<file path="src/rtl/pp_pipeline_accel_mac_pipe.sv">
// Pipelined multiply-accumulate with per-operand signedness, saturating accumulator,
// round-half-up shift and output saturation behind a valid/ready stream with global stall.
module pp_pipeline_accel_mac_pipe #(
    parameter int DIN0_WIDTH = 9,
    parameter int DIN1_WIDTH = 8,
    parameter int ACC_WIDTH  = 24,
    parameter int DOUT_WIDTH = 17,
    parameter int NUM_STAGE  = 3,
    parameter int SHIFT      = 0
) (
    input  logic                         clk,
    input  logic                         reset,
    input  logic                         in_valid,
    output logic                         in_ready,
    input  logic [DIN0_WIDTH-1:0]        din0,
    input  logic [DIN1_WIDTH-1:0]        din1,
    input  logic                         din0_signed,
    input  logic                         din1_signed,
    input  logic                         acc_en,
    input  logic                         in_last,
    output logic                         out_valid,
    input  logic                         out_ready,
    output logic signed [DOUT_WIDTH-1:0] dout,
    output logic                         out_sat
);

    localparam int PW  = DIN0_WIDTH + DIN1_WIDTH + 2;
    localparam int AW  = ACC_WIDTH;
    localparam int DW  = DOUT_WIDTH;
    localparam int RSH = (SHIFT > 0) ? SHIFT - 1 : 0;

    localparam logic signed [AW:0]   RND     = (AW+1)'((SHIFT > 0) ? (64'd1 << RSH) : 64'd0);
    localparam logic signed [AW-1:0] ACC_MAX = {1'b0, {(AW-1){1'b1}}};
    localparam logic signed [AW-1:0] ACC_MIN = {1'b1, {(AW-1){1'b0}}};
    localparam logic signed [DW-1:0] DOUT_MAX = {1'b0, {(DW-1){1'b1}}};
    localparam logic signed [DW-1:0] DOUT_MIN = {1'b1, {(DW-1){1'b0}}};

    // Operands carry one extra bit so unsigned values stay positive in signed arithmetic.
    function automatic logic signed [PW-1:0] mul(input logic signed [DIN0_WIDTH:0] a,
                                                  input logic signed [DIN1_WIDTH:0] b);
        logic signed [PW-1:0] aw;
        logic signed [PW-1:0] bw;
        aw = PW'(a);
        bw = PW'(b);
        return aw * bw;
    endfunction

    logic ce;
    logic accept;
    logic in_term;
    logic signed [DIN0_WIDTH:0] a_in;
    logic signed [DIN1_WIDTH:0] b_in;

    assign ce       = !out_valid || out_ready;
    assign in_ready = ce && !reset;
    assign accept   = in_valid && in_ready;
    assign in_term  = !acc_en || in_last;
    assign a_in     = {din0_signed & din0[DIN0_WIDTH-1], din0};
    assign b_in     = {din1_signed & din1[DIN1_WIDTH-1], din1};

    logic fin_v;
    logic fin_term;
    logic signed [PW-1:0] fin_p;

    generate
        if (NUM_STAGE == 1) begin : g_comb
            assign fin_v    = accept;
            assign fin_term = in_term;
            assign fin_p    = mul(a_in, b_in);
        end else begin : g_pipe
            logic v1;
            logic t1;
            logic signed [DIN0_WIDTH:0] a1;
            logic signed [DIN1_WIDTH:0] b1;
            logic signed [PW-1:0] p1;

            always_ff @(posedge clk or posedge reset) begin
                if (reset) begin
                    v1 <= 1'b0;
                    t1 <= 1'b0;
                    a1 <= '0;
                    b1 <= '0;
                end else if (ce) begin
                    v1 <= accept;
                    t1 <= in_term;
                    a1 <= a_in;
                    b1 <= b_in;
                end
            end

            assign p1 = mul(a1, b1);

            if (NUM_STAGE == 2) begin : g_two
                assign fin_v    = v1;
                assign fin_term = t1;
                assign fin_p    = p1;
            end else begin : g_deep
                logic [NUM_STAGE-3:0] vv;
                logic [NUM_STAGE-3:0] tt;
                logic signed [PW-1:0] pp [NUM_STAGE-2];

                always_ff @(posedge clk or posedge reset) begin
                    if (reset) begin
                        vv <= '0;
                        tt <= '0;
                        for (int i = 0; i < NUM_STAGE - 2; i++) pp[i] <= '0;
                    end else if (ce) begin
                        vv[0] <= v1;
                        tt[0] <= t1;
                        pp[0] <= p1;
                        for (int i = 1; i < NUM_STAGE - 2; i++) begin
                            vv[i] <= vv[i-1];
                            tt[i] <= tt[i-1];
                            pp[i] <= pp[i-1];
                        end
                    end
                end

                assign fin_v    = vv[NUM_STAGE-3];
                assign fin_term = tt[NUM_STAGE-3];
                assign fin_p    = pp[NUM_STAGE-3];
            end
        end
    endgenerate

    logic signed [AW-1:0] acc;
    logic                 ovf;
    logic signed [AW:0]   p_ext;
    logic signed [AW:0]   sum;
    logic signed [AW:0]   rnd;
    logic signed [AW:0]   shr;
    logic signed [AW-1:0] s;
    logic [AW-DW+1:0]     hi;
    logic                 acc_clip;
    logic                 dout_clip;
    logic signed [DW-1:0] r_sat;

    always_comb begin
        p_ext    = (AW+1)'(fin_p);
        sum      = {acc[AW-1], acc} + p_ext;
        acc_clip = sum[AW] != sum[AW-1];
        s        = acc_clip ? (sum[AW] ? ACC_MIN : ACC_MAX) : sum[AW-1:0];
        // One guard bit keeps the rounding add from wrapping at full-scale positive.
        rnd       = {s[AW-1], s} + RND;
        shr       = rnd >>> SHIFT;
        hi        = shr[AW:DW-1];
        dout_clip = !((&hi) || (~|hi));
        r_sat     = dout_clip ? (shr[AW] ? DOUT_MIN : DOUT_MAX) : shr[DW-1:0];
    end

    always_ff @(posedge clk or posedge reset) begin
        if (reset) begin
            acc       <= '0;
            ovf       <= 1'b0;
            dout      <= '0;
            out_sat   <= 1'b0;
            out_valid <= 1'b0;
        end else if (ce) begin
            if (fin_v && fin_term) begin
                dout      <= r_sat;
                out_sat   <= ovf | acc_clip | dout_clip;
                out_valid <= 1'b1;
                acc       <= '0;
                ovf       <= 1'b0;
            end else begin
                out_valid <= 1'b0;
                if (fin_v) begin
                    acc <= s;
                    ovf <= ovf | acc_clip;
                end
            end
        end
    end

endmodule

</file>
<file path="config.mk">
export PLATFORM = sky130hd
export DESIGN_NAME = pp_pipeline_accel_mac_pipe
export DESIGN_NICKNAME = d
export VERILOG_FILES = /design/src/rtl/pp_pipeline_accel_mac_pipe.sv
export SDC_FILE = /design/constraint.sdc
export NUM_CORES = 1
export LEC_CHECK = 0
export ABC_AREA = 1
export CORE_ASPECT_RATIO = 0.6
export CORE_MARGIN = 1
export CORE_UTILIZATION = 30
export CTS_CLUSTER_DIAMETER = 60
export DETAILED_ROUTE_END_ITERATION = 12
export SYNTH_ARGS = -nofsm -noshare
export SYNTH_HDL_FRONTEND = slang
export SYNTH_SLANG_ARGS = --single-unit
</file>
<file path="constraint.sdc">
create_clock -name clk -period 5.98 [get_ports clk]
set_input_delay 0.897 -clock clk [delete_from_list [all_inputs] [get_ports clk]]
set_output_delay 0.897 -clock clk [all_outputs]
set_load 0.1 [all_outputs]
</file>
# Yosys cells after proc, flatten, opt, wreduce, memory -nomap -nowiden
# Index checks and enable logic that the tools add are counted.
# totals
elab_cells	44
register_bits	86
# op_classes
bitwise_logic	4
n_eq_ne	1
n_reduce_logical	16
n_addsub	1
multipliers	1
n_mux	9
# op_table
operator	count
2-to-1 mux 24 bit	4
2-to-1 mux 17 bit	2
adder 24 x 19 -> 25 bit	1
multiplier 10 x 9 -> 19 bit	1
AND reduction 8 bit	1
OR reduction 8 bit	1
zero test 1 bit	5
AND reduction 2 bit	2
logical AND 1 bit	3
logical OR 1 bit	3
2-to-1 mux 1 bit	3
bitwise AND 1 bit	2
OR 1 bit	2
nonzero test 2 bit	1
!= test 1 bit	1

# Logic depth before layout (Yosys ltp)
# Gate-level depths: netlist (run 1).
# depth
ltp_word	8
depth_mapped	28
depth_no_buf	25

# Least setup slack after synthesis (run 1)
# No wires, ideal clock.
# synth_path
path_kind	register to register
from	register g_pipe.b1[2]
to	register g_pipe.g_deep.pp (netlist bit fin_p[16])
stages_incl_launch_ff	23
t_arrival_ps	4558
setup_ps	134
setup_slack_ps	1288
period_less_slack_ps	4692
cell_sequence	dfrtp_1 > clkbuf_1 > nand2_1 > fa_1 > inv_1 > fa_1 > inv_1 > fa_1 > inv_1 > fa_1 > ha_1 > ha_1 > nand3_1 > nand3_1 > nand2_1 > nand2_1 > a21oi_1 > o21ai_0 > nand3_1 > nand2_1 > a21oi_1 > xor2_1 > o21ai_0
# synth_between
elab_chain_cells	1
# synth_rtl
item	line	text
start: declaration	74	logic signed [DIN1_WIDTH:0] b1;
start signal: assignment	87	b1 <= b_in;
multiplier 10 x 9 -> 19 bit	45	return aw * bw;
end signal: indexed assignment	114	pp[i] <= pp[i-1];
end: declaration	100	logic signed [PW-1:0] pp [NUM_STAGE-2];
# Every way passes these cells.
# A chain may end at the register's enable or synchronous reset.

# Worst setup path in the final report (run 1)
# layout_path
from	register g_pipe.a1[3]
to	register g_pipe.g_deep.pp (netlist bit fin_p[17])
# layout_between
elab_chain_cells	1
# layout_rtl
item	line	text
start: declaration	73	logic signed [DIN0_WIDTH:0] a1;
start signal: assignment	86	a1 <= a_in;
multiplier 10 x 9 -> 19 bit	45	
# Every way passes these cells.

==> results of run 1 <==
-- path summary, 6_finish.rpt --
| kind | endpoint | slack, ns |
|---|---|---|
| max in group asynchronous | acc[22]$_DFFE_PP0P_ | 3.91 |
| max reg2reg | fin_p[17]$_DFFE_PP0N_ | 0.84 |
| min in group asynchronous | g_pipe.a1[1]$_DFFE_PP0N_ | 0.99 |
| min | dout[7]$_DFFE_PP0P_ | 0.48 |
| min reg2reg | dout[7]$_DFFE_PP0P_ | 0.48 |
| max | fin_p[17]$_DFFE_PP0N_ | 0.84 |
-- logic make-up (layout without fill, tap and decap cells) --
logic type                 Yosys count  count (layout)  share of synthesized area, %
DFF                                 86              86                          24.7
adders and majority gates          144             144                          27.4
buffers and inverters              273             298                          12.2
xor gates and xnor gates            19              19                          1.91
and+or+nand+nor                    592             592                          28.2
AOI/OAI and AO/OA                   95              95                          5.71
-- metrics by stage --
step / area (sq um) / hold WS [ns] / utilization, % / cells
floorplan: 8730 / 0.447 / - / 1209
global placement: 9480 / 0.470 / 33.8 / 1585
detailed placement: 9480 / 0.465 / 33.8 / 1585
CTS: 9770 / 0.491 / 34.8 / 1601
global route: 9770 / 0.509 / 34.8 / 1601
finish: 9770 / 0.484 / 34.8 / 1601
-- tightest hold or removal path: stages, from the launching register on --
cell and delay, ns:
sky130_fd_sc_hd__dfrtp_1 0.35, sky130_fd_sc_hd__nand2_1 0.05, sky130_fd_sc_hd__nand2_1 0.06
-- flip-flops by register name, summed over array words and instances (netlist names) --
name	count
g_pipe.t1	1
fin_term	1
out_valid	1
fin_p	19
ovf	1
fin_v	1
dout	17
acc	24
g_pipe.b1	9
g_pipe.v1	1
out_sat	1
g_pipe.a1	10
-- layout make-up --
cell class	instances	area [sq um]	share of cell area (%)
multi-input cells	850	5520	56.5
repair buffers	47	463	4.74
flip-flops and latches	86	2150	22.0
clock buffers	9	225	2.31
clock inverters	7	63.8	0.653
well taps	367	459	4.70
inverters	235	883	9.04
-- cells in the final DEF, fill, tap and decap left out, drive strengths merged, types with 2 or more instances in the layout --
master / Yosys / routed
nand3: 41 / 41
inv: 232 / 235
xor2: 9 / 9
o21ai: 58 / 58
nand3b: 2 / 2
clkinv: 3 / 6
nor2: 56 / 56
or2: 7 / 7
clkbuf: 32 / 9
buf: 6 / 3
xnor2: 10 / 10
a21oi: 29 / 29
clkdlybuf4s50: 0 / 44
dfrtp: 86 / 86
fa: 78 / 78
nand4: 6 / 6
nand2: 479 / 479
ha: 66 / 66
-- metal layers --
layer  global-route usage [%]  up-vias  part of all wire, %
met5                        0        -                    0
li1                         -     3643                    -
met1                     26.5     3446                   55
met3                     3.94       15                  8.0
met4                     2.70        0                 0.85
met2                     21.2      205                   36
==> impl_results.md, run 1 <==
* Critical hold path startpoint: dout[7]$_DFFE_PP0P_
* Total overflow reported by the global router at 0
* Total number of clock tree sinks at 86
* Vias post-DR at 7309
* Layout fillers at 2975
* Number of top-level pins at 45
* Final worst clock skew at 0.00912 ns
* Final Hold Viols at 0
* Synth unique cells at 37
* Standard-cell rows at 47
* Vias per cell at 4.57
* I/O Buffers at 44
* Tot GR Track Use at 16.3%
* Wire length after detailed routing at 22900 um
* Initial core utilization at 31.1%
* Start point of the critical path: g_pipe.a1[3]$_DFFE_PP0N_
* Post-synthesis area per instance at 7.22 sq um
* Worst setup slack after placement at 0.888 ns
* Worst path depth at 21
* List of cells traversed by the critical path: nand2_1 > fa_1 > inv_1 > fa_1 > ha_1 > inv_1 > fa_1 > inv_1 > ha_1 > ha_1 > fa_1 > nand2_1 > nand2_1 > a21oi_1 > o211ai_1 > nand2_1 > nand2_1 > o21ai_0 > o21ai_0 > xor2_1 > o21ai_0
* Number of buffers added by the clock tree synthesis step at 9
* Die Y at 134 um
* Maximum single-stage delay on the critical path at 0.62 ns
* Worst path bufs/invs at 3
* Number of global-route vias before repair at 7136
* Post-Synthesis Cells at 1209
* Peak clock frequency supported by timing at 194 MHz
* Total of hold buffers inserted after clock tree synthesis at 0
* Die footprint at 29800 sq um
* Portion of the clock cycle consumed by the worst path in the final layout at 86.0%
* Floorplan Core Area at 28100 sq um
* WP data arrival at 5.42 ns
* FF-to-FF Start: g_pipe.a1[3]$_DFFE_PP0N_
* Netlist area before placement at 8730 sq um
* Fraction of post-synthesis cell area in the top cell type by area at 24.7%
* Library cell with the largest summed area after synthesis: sky130_fd_sc_hd__dfrtp_1
* Final Slew Violations at 0
* Sequential element share of the synthesized area at 24.7%
* Cell types with the largest area share after synthesis: sky130_fd_sc_hd__dfrtp_1, sky130_fd_sc_hd__nand2_1, sky130_fd_sc_hd__fa_1
* Clock H-tree levels at 3
* Average routed wire per standard cell at 14.3 um
* Diodes inserted at 0
* Violation count after the first detailed-routing iteration at 512
* Die Wd at 222 um
* Setup ws final at 0.835 ns
* Reg2Reg Depth at 21
* Clock transition at path regs at 0.07 ns
* Pin count of the biggest net entering global routing at 51
* Kind of cell adding the most delay to the critical path: adder cells
* Leading register cell type out of synthesis: sky130_fd_sc_hd__dfrtp_1
* WHS Path Cells at 2
* Syn_nets at 1378
* Antenna violations before repair at 0
* Hold/Removal Path Class: register to register
* Final Critical Period at 5.14 ns
* Clock root buffer: sky130_fd_sc_hd__clkbuf_16
* Standard cell with the maximum stage delay on the critical path: sky130_fd_sc_hd__dfrtp_1
* Post-layout nets at 1398
* DRT Pass-1 Iters at 6
* HPWL after detailed placement at 18100 um
* Max cap viols at 0
* Number of post-CTS setup repair buffers at 0
* Synth cell count leaders: sky130_fd_sc_hd__nand2_1, sky130_fd_sc_hd__inv_1, sky130_fd_sc_hd__dfrtp_1, sky130_fd_sc_hd__fa_1, sky130_fd_sc_hd__ha_1
* # DRC at 0
* Final setup violation count at 0
* Critical path startpoint category: register
* Maximum buffer depth of the clock tree at 2
* Number of nets still failing antenna checks after routing at 0
* Category of the critical setup timing path: register to register
* Fraction of final layout cells sized beyond drive strength 1 at 5.67%
* Critical path capture point type: register
* Yosys Warn Count at 0
* Result of the run: complete, no violations
* Relative slew slack at 28.5%
* Library cell with the highest instance count after synthesis: sky130_fd_sc_hd__nand2_1
* Share of flip-flops with an asynchronous set or reset at 100%
* Layout overhead on the synthesized area at 11.9%
* Number of synthesized register bits at 86
* Cell seen most often among critical-path stages: sky130_fd_sc_hd__nand2_1
* Weighted congestion at the end of routability-driven global placement at 0.939
* Number of synthesized flops with an enable pin at 0
* Unrepaired setup endpoints after global routing: no
* Number of instances resized during post-cts repair at 0
* Required time of the critical path at 6.25 ns
* First-pass GRT wire length at 38100 um
* Biggest fanout along the worst timing path at 10
* Setup TNS at 0 ns
* Clock tree from TritonCTS: yes
* Clock latency of the later-clocked register in the worst-skew pair at 0.36 ns
* Worst-Margin Slew at 1.07 ns
Power of run 1 is not shown: default switching activity piles up to over one toggle a cycle in this logic, so the estimate is an artifact.
==> inputs of run 2 (changes only) <==
- CORE_ASPECT_RATIO: 0.6 -> 1.75
- CORE_UTILIZATION: 30 -> 48
- GPL_ROUTABILITY_DRIVEN: unset -> 0
- PLACE_DENSITY: unset -> 0.66
==> run 2 against run 1 <==
- sequential share of layout area is 0.24 points higher
- critical endpoint is now fin_p[16]$_DFFE_PP0N_
- non-clock buffer count rose by 3
- setup slack improved by 0.10 ns
- final area is 1.1% lower
- clock skew increased by 0.0015 ns
- count of clock-buffer cells in the layout is the same
- fmax up 2.1%
- critical path depth decreased by 4
- register-to-register slack improved by 0.10 ns
- die area down 37%
- hold slack lost 0.0084 ns
- core utilization is 20 points higher
==> impl_results.md, run 2 (synthesis gave the netlist of run 1 again) <==
* Standard cell with the maximum stage delay on the critical path: sky130_fd_sc_hd__fa_1
* Total of hold buffers inserted after clock tree synthesis at 0 (unchanged)
* Setup TNS at 0 ns (unchanged)
* WP data arrival at 5.28 ns (-0.14 ns)
* Final Hold Viols at 0 (unchanged)
* Portion of the clock cycle consumed by the worst path in the final layout at 84.3% (-1.7 points)
* Number of post-CTS setup repair buffers at 0 (unchanged)
* Final instance area at 9660 sq um (-1.1%)
* Relative slew slack at 34.0% (+5.5 points)
* Floorplan Core Area at 17600 sq um (-37%)
* Cell seen most often among critical-path stages: sky130_fd_sc_hd__fa_1
* Maximum buffer depth of the clock tree at 2 (unchanged)
* Layout fillers at 1756 (-41%)
* Layout overhead on the synthesized area at 10.7%
* Die footprint at 18700 sq um (-37%)
* Violation count after the first detailed-routing iteration at 329 (-36%)
* List of cells traversed by the critical path: nand2_1 > fa_1 > fa_1 > inv_1 > fa_1 > fa_1 > fa_1 > ha_1 > nand2_1 > nand2_1 > a21oi_1 > o21ai_0 > nand3_1 > nand2_1 > a21oi_1 > xor2_1 > o21ai_0
* Final setup violation count at 0 (unchanged)
* Clock transition at path regs at 0.07 ns (about the same)
* Most flop-heavy register: acc
* Average routed wire per standard cell at 13.9 um (-2.8%)
* DRT Pass-1 Iters at 5 (-1)
* FF-to-FF Start: g_pipe.b1[7]$_DFFE_PP0N_
* HPWL after detailed placement at 16600 um (-8.5%)
* Vias post-DR at 7256 (-0.73%)
* Placement Cell Area at 9330 sq um (-1.6%)
* Vias per cell at 4.94 (+8.3%)
* Fraction of final layout cells sized beyond drive strength 1 at 5.90% (+0.23 points)
* Pin count of the biggest net entering global routing at 57 (+12%)
* Number of top-level pins at 45 (unchanged)
* Number of buffers added by the clock tree synthesis step at 9 (unchanged)
* Die Wd at 104 um (-53%)
* Antenna violations before repair at 0 (unchanged)
* Standard-cell rows at 64 (+36%)
* Worst-Margin Slew at 0.988 ns (-0.0822 ns)
* Number of nets still failing antenna checks after routing at 0 (unchanged)
* I/O Buffers at 44 (unchanged)
* Final Instance Count excl. Fillers at 1468 (-8.3%)
* Critical path startpoint category: register
* Final Critical Period at 5.04 ns (-0.105 ns)
* Critical path capture point type: register
* Diodes inserted at 0 (unchanged)
* Multi-input gate area at 5520 sq um (unchanged)
* Peak clock frequency supported by timing at 198 MHz (+2.1%)
* Biggest fanout along the worst timing path at 11 (+1)
* Start point of the critical path: g_pipe.b1[7]$_DFFE_PP0N_
* Tot GR Track Use at 23.2% (+6.9 points)
* Number of placed cells counting well taps at 1452 (-8.4%)
* Total number of clock tree sinks at 86 (unchanged)
* Commonest cells after routing, fill and taps aside: sky130_fd_sc_hd__nand2_1, sky130_fd_sc_hd__inv_1, sky130_fd_sc_hd__dfrtp_1, sky130_fd_sc_hd__fa_1, sky130_fd_sc_hd__ha_1
* Maximum single-stage delay on the critical path at 0.58 ns (-0.04 ns)
* Hold/Removal Path Class: register to register
* # DRC at 0 (unchanged)
* Initial core utilization at 49.5% (+18 points)
* First-pass GRT wire length at 34400 um (-9.9%)
* Result of the run: complete, no violations
* Clock tree from TritonCTS: yes
* Clock latency of the later-clocked register in the worst-skew pair at 0.36 ns (about the same)
* Total overflow reported by the global router at 0 (unchanged)
* Flip-flop count of the largest register after layout at 24 (unchanged)
* Post-layout nets at 1401 (+0.21%)
* Clock H-tree levels at 3 (unchanged)
* Max cap viols at 0 (unchanged)
* Category of the critical setup timing path: register to register
* Final worst clock skew at 0.0106 ns (+0.00148 ns)
* Number of global-route vias before repair at 7469 (+4.7%)
* Number of instances resized during post-cts repair at 0 (unchanged)
* Critical hold path startpoint: dout[14]$_DFFE_PP0P_
* Clock root buffer: sky130_fd_sc_hd__clkbuf_16
* Most frequent standard cell in the layout excluding fill and tap cells: sky130_fd_sc_hd__nand2_1
* Required time of the critical path at 6.21 ns (-0.04 ns)
* Die Y at 180 um (+34%)
* Final Slew Violations at 0 (unchanged)
* Total area of sequential cells at 2150 sq um (unchanged)
* Wire length after detailed routing at 20400 um (-11%)
* Unrepaired setup endpoints after global routing: no
-- run 2: cell type report --
cell class / count / area share, %
tap: 231 / 2.99
timing repair buffer: 50 / 5.02
sequential: 86 / 22.3
multi-input combinational: 850 / 57.1
clock inverter: 7 / 1.09
inverter: 235 / 9.14
clock buffer: 9 / 2.33
-- run 2: through the flow --
| step | setup slack (ns) | utilization, % | hold slack (ns) |
|---|---|---|---|
| global placement | 1.11 | 53.0 | 0.460 |
| detailed placement | 0.969 | 53.0 | 0.464 |
| CTS | 0.953 | 54.8 | 0.482 |
| floorplan | 1.29 | - | 0.447 |
| global route | 0.594 | 54.8 | 0.499 |
| finish | 0.940 | 54.8 | 0.476 |
-- run 2: worst paths after layout --
| path | end | slack [ns] | cells past startpoint |
|---|---|---|---|
| max in group asynchronous | g_pipe.b1[7]$_DFFE_PP0N_ | 3.96 | 3 |
| hold / removal | dout[14]$_DFFE_PP0P_ | 0.48 | 2 |
| hold reg to reg | dout[14]$_DFFE_PP0P_ | 0.48 | 2 |
| setup / recovery | fin_p[16]$_DFFE_PP0N_ | 0.94 | 17 |
| setup reg to reg | fin_p[16]$_DFFE_PP0N_ | 0.94 | 17 |
| min in group asynchronous | acc[16]$_DFFE_PP0P_ | 0.92 | 2 |
-- run 2: metal layers --
metal | part of all wire [%] | global-route usage (%) | vias to the layer above
li1 | - | - | 3656
met1 | 36 | 23.1 | 3385
met2 | 56 | 45.3 | 151
met3 | 2.1 | 2.24 | 64
met4 | 5.5 | 14.3 | 0
met5 | 0 | 0 | -
-- run 2: critical path, delay by kind of cell, from the launching register on --
| kind | cells | cell delay [ns] |
|---|---|---|
| adders and majority gates | 6 | 2.91 |
| buffers and inverters | 1 | 0.06 |
| and+or+nand+nor | 5 | 0.47 |
| xor gates and xnor gates | 1 | 0.16 |
| DFF | 1 | 0.56 |
| AOI/OAI and AO/OA | 4 | 0.76 |
Power of run 2 is left out for the same reason.
==> inputs of run 3 (changes only) <==
- clock period: 5.98 -> 4.8 ns (I/O delays scaled with it)
==> run 3 against run 2 <==
- setup slack got worse by 0.74 ns
- fmax grew 9.5%
- non-clock buffer count rose by 41
- first-iteration DRC count fell by 26%
- critical path type unchanged
==> impl_results.md, run 3 (synthesis gave the netlist of run 1 again) <==
* Result of the run: complete, no violations
* Clock latency of the later-clocked register in the worst-skew pair at 0.36 ns (about the same)
* Worst setup slack after placement at -0.0644 ns (-1.03 ns)
* # DRC at 0 (unchanged)
* Total number of clock tree sinks at 86 (unchanged)
* Most flop-heavy register: acc
* DRT Pass-1 Iters at 4 (-1)
* Biggest fanout along the worst timing path at 5 (-6)
* Number of nets still failing antenna checks after routing at 0 (unchanged)
* Vias per cell at 4.91 (-0.72%)
* Average routed wire per standard cell at 13.7 um (-1.0%)
* Initial core utilization at 49.5% (unchanged)
* Maximum buffer depth of the clock tree at 2 (unchanged)
* Tot GR Track Use at 23.2% (about the same)
* Total overflow reported by the global router at 0 (unchanged)
* Unrepaired setup endpoints after global routing: yes
* Final instance area at 10100 sq um (+4.8%)
* Post-layout nets at 1442 (+2.9%)
* Fraction of final layout cells sized beyond drive strength 1 at 12.1% (+6.1 points)
* Wire length after detailed routing at 20700 um (+1.8%)
* Die Y at 180 um (unchanged)
* Number of top-level pins at 45 (unchanged)
* Flip-flop count of the largest register after layout at 24 (unchanged)
* Number of buffers added by the clock tree synthesis step at 9 (unchanged)
* Worst-Margin Slew at 0.974 ns (-0.0138 ns)
* WP data arrival at 4.86 ns (-0.42 ns)
* Layout overhead on the synthesized area at 16.1%
* Placement Cell Area at 9560 sq um (+2.4%)
* Category of the critical setup timing path: register to register
* Clock root buffer: sky130_fd_sc_hd__clkbuf_16
* Clock H-tree levels at 3 (unchanged)
* Peak clock frequency supported by timing at 217 MHz (+9.5%)
* Setup ws final at 0.197 ns (-0.742 ns)
* Relative slew slack at 34.9% (+0.90 points)
* Violation count after the first detailed-routing iteration at 243 (-26%)
* Critical path capture point type: register
* Clock transition at path regs at 0.07 ns (about the same)
* Final Slew Violations at 0 (unchanged)
* Pin count of the biggest net entering global routing at 50 (-12%)
* Standard-cell rows at 64 (unchanged)
* Multi-input gate area at 5660 sq um (+2.5%)
* Number of global-route vias before repair at 7635 (+2.2%)
* Vias post-DR at 7405 (+2.1%)
* Layout fillers at 1694 (-3.5%)
* Floorplan Core Area at 17600 sq um (unchanged)
* Final Critical Period at 4.60 ns (-0.438 ns)
* Final Hold Viols at 0 (unchanged)
* Final worst clock skew at 0.00909 ns (-0.00150 ns)
* Antenna violations before repair at 0 (unchanged)
* Clock tree from TritonCTS: yes
* First-pass GRT wire length at 34700 um (+1.1%)
* I/O Buffers at 44 (unchanged)
* Die Wd at 104 um (unchanged)
* Commonest cells after routing, fill and taps aside: sky130_fd_sc_hd__nand2_1, sky130_fd_sc_hd__inv_1, sky130_fd_sc_hd__dfrtp_1, sky130_fd_sc_hd__fa_1, sky130_fd_sc_hd__ha_1
* Critical path startpoint category: register
* HPWL after detailed placement at 16700 um (+0.65%)
* Required time of the critical path at 5.05 ns (-1.16 ns)
* Portion of the clock cycle consumed by the worst path in the final layout at 95.9% (+12 points)
* Die footprint at 18700 sq um (unchanged)
* Diodes inserted at 0 (unchanged)
* Hold/Removal Path Class: register to register
* Most frequent standard cell in the layout excluding fill and tap cells: sky130_fd_sc_hd__nand2_1
* Max cap viols at 0 (unchanged)
* Final setup violation count at 0 (unchanged)
* Total area of sequential cells at 2170 sq um (+0.76%)
-- run 3: layout make-up --
class / instances / area share [%]
Clock buffer: 10 / 2.36
Clock inverter: 6 / 0.766
Inverter: 235 / 8.72
Multi-Input combinational cell: 850 / 55.9
Sequential cell: 86 / 21.4
Tap cell: 231 / 2.85
Timing Repair Buffer: 91 / 8.03
-- run 3: final timing paths --
| check | startpoint | to | slack (ns) | cells past startpoint |
|---|---|---|---|---|
| setup / recovery | g_pipe.b1[4]$_DFFE_PP0N_ | fin_p[18]$_DFFE_PP0N_ | 0.20 | 23 |
| hold / removal | dout[12]$_DFFE_PP0P_ | dout[12]$_DFFE_PP0P_ | 0.48 | 2 |
| setup reg to reg | g_pipe.b1[4]$_DFFE_PP0N_ | fin_p[18]$_DFFE_PP0N_ | 0.20 | 23 |
| hold reg to reg | dout[12]$_DFFE_PP0P_ | dout[12]$_DFFE_PP0P_ | 0.48 | 2 |
| max in group asynchronous | reset | dout[2]$_DFFE_PP0P_ | 2.95 | 3 |
| min in group asynchronous | reset | fin_v$_DFFE_PP0N_ | 0.86 | 2 |
-- run 3: per-stage QoR --
stage          util, %  setup TNS [ns]  instances  hold slack, ns
2_1_floorplan        -               0       1209           0.447
3_3_place_gp      54.2               0       1482           0.461
3_5_place_dp      54.2          -0.202       1482           0.464
4_1_cts           56.1               0       1499           0.482
5_1_grt           57.5         -0.0489       1509           0.496
6_report          57.5               0       1509           0.475
-- run 3: worst max-delay path, cell delays in order, from the launching register on --
cell                        delay, ns
sky130_fd_sc_hd__dfrtp_2         0.43
sky130_fd_sc_hd__clkbuf_4        0.18
sky130_fd_sc_hd__nand2_1         0.06
sky130_fd_sc_hd__inv_1           0.06
sky130_fd_sc_hd__fa_2            0.36
sky130_fd_sc_hd__fa_1            0.53
sky130_fd_sc_hd__inv_1           0.05
sky130_fd_sc_hd__fa_1            0.48
sky130_fd_sc_hd__inv_1           0.06
sky130_fd_sc_hd__fa_1            0.57
sky130_fd_sc_hd__ha_4            0.23
sky130_fd_sc_hd__ha_4            0.28
sky130_fd_sc_hd__nand3_1         0.09
sky130_fd_sc_hd__nand3_2         0.08
sky130_fd_sc_hd__nand2_2         0.06
sky130_fd_sc_hd__nand2_2         0.05
sky130_fd_sc_hd__a21oi_2         0.05
sky130_fd_sc_hd__buf_4           0.14
sky130_fd_sc_hd__buf_4           0.14
sky130_fd_sc_hd__nor2_1          0.12
sky130_fd_sc_hd__a2111oi_2       0.06
sky130_fd_sc_hd__or2_2           0.29
sky130_fd_sc_hd__nand3_1         0.07
sky130_fd_sc_hd__nand2_1         0.05
-- run 3: metal layers --
layer	vias up	wire (um)	track usage (%)	part of all wire, %
li1	3742	-	-	-
met1	3476	7580	22.4	37
met2	123	11800	46.4	57
met3	64	431	2.97	2.1
met4	0	938	12.3	4.5
met5	-	0	0	0
-- run 3: timing repair --
| item | CTS | global route |
|---|---|---|
| setup buffers | 1 | 10 |
| pin swaps | 0 | 18 |
| endpoints found under the setup margin | 4 | 7 |
| resized for setup | 8 | 42 |
| hold buffers | 0 | 0 |
Power of run 3 is left out for the same reason.
